[config.mk]
export PLATFORM = sky130hd
export DESIGN_NAME = wb_host_initiator
export DESIGN_NICKNAME = d
export VERILOG_FILES = /design/src/rtl/wb_host_initiator.sv
export SDC_FILE = /design/constraint.sdc
export NUM_CORES = 1
export LEC_CHECK = 0
export CAP_MARGIN = 40
export CORE_MARGIN = 5
export CORE_UTILIZATION = 45
export CTS_BUF_LIST = sky130_fd_sc_hd__clkbuf_2 sky130_fd_sc_hd__clkbuf_4 sky130_fd_sc_hd__clkbuf_8
export DETAILED_ROUTE_END_ITERATION = 10
export PLACE_DENSITY = 0.87
export SETUP_SLACK_MARGIN = 0.15
export SYNTH_ARGS = -nofsm -noshare
export SYNTH_HDL_FRONTEND = slang
export SYNTH_SLANG_ARGS = --single-unit
[constraint.sdc]
create_clock -name clk_i -period 3.1 [get_ports clk_i]
set_input_delay 0.62 -clock clk_i [delete_from_list [all_inputs] [get_ports clk_i]]
set_output_delay 0.62 -clock clk_i [all_outputs]
set_load 0.01 [all_outputs]
[src/rtl/wb_host_initiator.sv]
// wb_host_initiator
// Wishbone B4 classic single-transfer initiator. Each command accepted on the
// cmd_* valid/ready stream becomes exactly one bus cycle on wbm_*. The result
// (read data, or a timeout error) is returned on the rsp_* valid/ready stream.
// At most one transfer is outstanding: no new command is accepted until the
// response has been consumed.
//
// Ports
//   clk_i, rst_ni       clock, asynchronous active-low reset
//   cmd_valid_i/ready_o command handshake
//   cmd_we_i            1 = write, 0 = read
//   cmd_adr_i/dat_i     byte address, write data
//   cmd_sel_i           byte enables
//   rsp_valid_o/ready_i response handshake
//   rsp_dat_o           read data (0 for writes and errors)
//   rsp_err_o           1 = bus cycle timed out without ack
//   wbm_*               Wishbone master port
//
// State | meaning
// ------+----------------------------------------------------------
// IDLE  | ready for a command; no bus cycle
// BUS   | cyc/stb asserted, waiting for ack or timeout
// RESP  | response presented, waiting for rsp_ready_i
module wb_host_initiator #(
    parameter int unsigned AW      = 32,
    parameter int unsigned DW      = 32,
    parameter int unsigned TIMEOUT = 255
) (
    input  logic            clk_i,
    input  logic            rst_ni,

    input  logic            cmd_valid_i,
    output logic            cmd_ready_o,
    input  logic            cmd_we_i,
    input  logic [AW-1:0]   cmd_adr_i,
    input  logic [DW-1:0]   cmd_dat_i,
    input  logic [DW/8-1:0] cmd_sel_i,

    output logic            rsp_valid_o,
    input  logic            rsp_ready_i,
    output logic [DW-1:0]   rsp_dat_o,
    output logic            rsp_err_o,

    output logic            wbm_cyc_o,
    output logic            wbm_stb_o,
    output logic            wbm_we_o,
    output logic [DW/8-1:0] wbm_sel_o,
    output logic [AW-1:0]   wbm_adr_o,
    output logic [DW-1:0]   wbm_dat_o,
    input  logic [DW-1:0]   wbm_dat_i,
    input  logic            wbm_ack_i
);

    localparam int unsigned SW = DW / 8;
    localparam int unsigned CW = $clog2(TIMEOUT + 1);

    typedef enum logic [1:0] {
        ST_IDLE = 2'd0,
        ST_BUS  = 2'd1,
        ST_RESP = 2'd2
    } state_e;

    state_e          state_q, state_d;
    logic [CW-1:0]   cnt_q, cnt_d;
    logic            we_q, we_d;
    logic [AW-1:0]   adr_q, adr_d;
    logic [DW-1:0]   dat_q, dat_d;
    logic [SW-1:0]   sel_q, sel_d;
    logic [DW-1:0]   rsp_dat_q, rsp_dat_d;
    logic            rsp_err_q, rsp_err_d;

    always_ff @(posedge clk_i or negedge rst_ni) begin
        if (!rst_ni) begin
            state_q   <= ST_IDLE;
            cnt_q     <= '0;
            we_q      <= 1'b0;
            adr_q     <= '0;
            dat_q     <= '0;
            sel_q     <= '0;
            rsp_dat_q <= '0;
            rsp_err_q <= 1'b0;
        end else begin
            state_q   <= state_d;
            cnt_q     <= cnt_d;
            we_q      <= we_d;
            adr_q     <= adr_d;
            dat_q     <= dat_d;
            sel_q     <= sel_d;
            rsp_dat_q <= rsp_dat_d;
            rsp_err_q <= rsp_err_d;
        end
    end

    always_comb begin
        state_d   = state_q;
        cnt_d     = cnt_q;
        we_d      = we_q;
        adr_d     = adr_q;
        dat_d     = dat_q;
        sel_d     = sel_q;
        rsp_dat_d = rsp_dat_q;
        rsp_err_d = rsp_err_q;

        unique case (state_q)
            ST_IDLE: begin
                if (cmd_valid_i) begin
                    we_d    = cmd_we_i;
                    adr_d   = cmd_adr_i;
                    dat_d   = cmd_dat_i;
                    sel_d   = cmd_sel_i;
                    cnt_d   = '0;
                    state_d = ST_BUS;
                end
            end
            ST_BUS: begin
                // Ack is checked first so an ack on the timeout edge wins.
                if (wbm_ack_i) begin
                    rsp_dat_d = we_q ? '0 : wbm_dat_i;
                    rsp_err_d = 1'b0;
                    state_d   = ST_RESP;
                end else if (cnt_q == CW'(TIMEOUT - 1)) begin
                    // This is the TIMEOUT-th BUS cycle without ack.
                    cnt_d     = CW'(TIMEOUT);
                    rsp_dat_d = '0;
                    rsp_err_d = 1'b1;
                    state_d   = ST_RESP;
                end else begin
                    cnt_d = cnt_q + CW'(1);
                end
            end
            ST_RESP: begin
                if (rsp_ready_i) begin
                    cnt_d     = '0;
                    rsp_dat_d = '0;
                    rsp_err_d = 1'b0;
                    state_d   = ST_IDLE;
                end
            end
            default: begin
                state_d = ST_IDLE;
            end
        endcase
    end

    // Handshake and strobe outputs decode straight from the state register,
    // so an asynchronous reset drops cyc/stb/rsp_valid without a clock edge.
    assign cmd_ready_o = (state_q == ST_IDLE);
    assign rsp_valid_o = (state_q == ST_RESP);
    assign wbm_cyc_o   = (state_q == ST_BUS);
    assign wbm_stb_o   = (state_q == ST_BUS);

    assign rsp_dat_o   = rsp_dat_q;
    assign rsp_err_o   = rsp_err_q;

    assign wbm_we_o    = we_q;
    assign wbm_adr_o   = adr_q;
    assign wbm_dat_o   = dat_q;
    assign wbm_sel_o   = sel_q;

endmodule

==> results.md <==
- Status: finished clean
- Vias in the first global route: 3687
- Via Count: 3342
- Cells after Synth: 295
- Crit path kind: reg2out
- Clk root buf: clkbuf_8
- Final Total Pwr: roughly 0.0065 W
- CP Buf/Inv Count: 2
- Slowest CP cell: clkdlybuf4s50_1
- Largest area contributor in the netlist: dfrtp_1
- Starting Density: 45.7%
- Layout cells sized above 1: about 16%
- Logic gate share of total power: approximately half
- Final WS setup: ~0.65 ns
- Area Overhead vs Synth: 56.0%
- Die width: between 100 and 150 um
- Clk sinks: 112
- DP Worst Slack: a little under 0.6 ns
- Crit start category: flop
- Die height: 109 um
- Net switching fraction of the power: about a third
- Post-route minimum period: 2.45 ns
- Sequential share of power: 38.2%
- Final Hold Viols: 0
- Detail Placement HPWL: between 8 and 9 mm
- Clk_skew: 0.0200 ns
- CP arrival: 1.83 ns
- Max incr delay on CP: 0.60 ns
- Routability cong.: 0.843
- Worst-path clk slew: 0.11 ns
- Net switching power: 0.00214 W
- Largest net degree at the start of global routing: 71
- HP Class: in2async
- Via-per-instance ratio: 5.20
- Initial drt markers: 122
- IO Port Bufs: between 200 and 250
- Most frequent cells in the layout: clkdlybuf4s50_1 (210), dfrtp_1 (112), mux2_2 (58), a22o_1 (35), mux2_1 (12)
- Main flop type after synthesis: dfrtp_1
- Rows: 36
- CP required: ~2.5 ns
- Reg2reg start: state_q[0]
- Syn Std Cell Area: 0.00441 mm^2
- Number of cells on the critical path: 3
- CTS H-tree lvls: 3
- Die Footprint: 0.0119 mm^2
- Worst r2r dst: cnt_q[3]
- Least-Margin Pin Slew: about 0.77 ns
- DRC errors left: 0
- Max Slew Vio Count: 0
- Pwr/cell area: 946 mW/mm^2
- Post-CTS setup buffers: 0
- Commonest non-fill, non-tap cell in the layout: clkdlybuf4s50_1
- Routed WL per cell: 18.3 um
- Global-route wire length before repair: 18.3 mm
- Final core occ: a little under three quarters
- Leak: roughly 3 nW
- Antenna-violating nets left: 0
- Max cap viols: 0
- Design Area, Final: 0.00687 mm^2
- CTS tree: built
- RSZ-0062 raised after global routing: no
- Ant diodes: 0
- Top-level port count: 212
- # setup viols final: 0
- Path depth of the worst reg2reg path: 6
- Hold-fix buffers, CTS: 0
- Clk buf depth: 2
- Placed Area: about 0.0067 mm^2
- CP cell instances: inv_1 -> ha_1 -> clkdlybuf4s50_1
- Mapped Nets: 407
- Distinct cells, synth: 32
- Yosys warning count: 0
- Post-cts sizing count: 0
- Post-synthesis sequential area ratio: 63.6%
- F_max: roughly 410 MHz
- Crit-path leading delay family: buffers and inverters
- Initial antenna violation count: 0
- Total Nets Final: 617
- Crit end category: output port
- Number of flops mapped to enable cells by yosys: 0
- Clock Power Share: 13.0%
- GRT Total Usage: 19.7%
- Pint: roughly 0.0044 W
- Final period util: 78.9%
- Reg-to-reg setup timing slack: 0.81 ns
- Slew headroom: between 40% and 50%
- Drt pass-1 iters: 5
- CTS buffer count: 9
- Skew-Pair Late Insertion Delay: between 0.3 and 0.4 ns
- Crit Path Max Fanout: 6
- Overflow left after global routing: 0
- Core Box Area: 0.00964 mm^2
- Setup TNS: 0 ns
- Number of synthesized register bits: ~110
- Post-synth top area share: 63.6%
- Worst VDD drop: 583 uV
- Ys async rst share: 100%
- Syn Area/Cell: 14.9 um^2
- Total wire length: 11.7 mm
- Synth top area cells: dfrtp_1 (64%), mux2_2 (15%), a22o_1 (7.0%)
[cells in the mapped netlist, types with 2 or more instances]
library cell / count
mux2_1: 12
nor2_1: 3
dfrtp_1: 112
and3_1: 4
mux2_2: 58
nand4_1: 5
nand3_1: 5
nand2_1: 7
a22o_1: 35
buf_4: 2
clkbuf_1: 6
buf_1: 7
o21ai_0: 5
ha_1: 6
inv_1: 8
a32o_1: 4
[metal layers]
metal	track usage, %	vias to the layer above	routed length, um	share of wire (%)
met5	0	-	0	0
met4	6.94	0	282	2.4
met3	6.57	20	1130	9.6
met2	33.6	159	5920	50
met1	23.2	1661	4420	38
li1	-	1502	-	-
[worst register-to-register path: cells and delay by family, from the launching register on]
kind	cells	cell delay, ns
AO/OA/AOI/OAI	2	1.01
flip-flops	1	0.42
adder cells (fa/ha/maj)	1	0.31
AND/OR/NAND/NOR	2	0.35
buffers and inverters	1	0.08
[stage by stage]
stage	instances	hold WS [ns]
floorplan	295	0.324
CTS	643	0.284
global route	643	0.307
finish	643	0.270
global placement	627	0.474
detailed placement	627	0.481
[area by class of cell]
| type | count | area [um^2] |
|---|---|---|
| fill | 691 | 2770 |
| timing repair buffer | 215 | 2160 |
| sequential | 112 | 2800 |
| tap | 133 | 166 |
| multi-input combinational | 159 | 1520 |
| clock buffer | 12 | 159 |
| inverter | 8 | 30.0 |
| clock inverter | 4 | 35.0 |
[how the worst max path moves through the flow]
stage                      startpoint          end  slack (ns)
after floorplan            state_q[0]     cnt_q[5]        1.21
after global placement    cmd_valid_i     cnt_q[3]        0.64
after detailed placement  cmd_valid_i     cnt_q[7]        0.58
after CTS                  state_q[0]  rsp_valid_o        0.62
after global routing       state_q[0]  rsp_valid_o        0.57
final                      state_q[0]  rsp_valid_o        0.65
[power groups by stage]
stage / Sequential, W / Clock, W / Combinational [W]
global placement: 0.00247 / 0 / 0.00312
floorplan: 0.00276 / 0 / 0.00111
global route: 0.00258 / 0.000931 / 0.00338
detailed placement: 0.00250 / 0 / 0.00321
finish: 0.00248 / 0.000848 / 0.00317
CTS: 0.00249 / 0.000869 / 0.00321
[registers in the layout, summed over array words and instances, names as in the netlist]
register	count
cnt_q	8
rsp_dat_o	32
rsp_err_o	1
state_q	2
wbm_adr_o	32
wbm_dat_o	32
wbm_sel_o	4
wbm_we_o	1
[cells by family (layout without fill, tap and decap cells)]
kind of cell | after synthesis | count (layout) | share of synthesized area, %
AOI/OAI and AO/OA | 53 | 53 | 10.6
adders and majority gates | 6 | 6 | 1.70
buffers and inverters | 24 | 239 | 2.24
DFF | 112 | 112 | 63.6
muxes | 70 | 70 | 17.9
and+or+nand+nor | 30 | 30 | 3.92
Power figures use the tool's default switching activity.
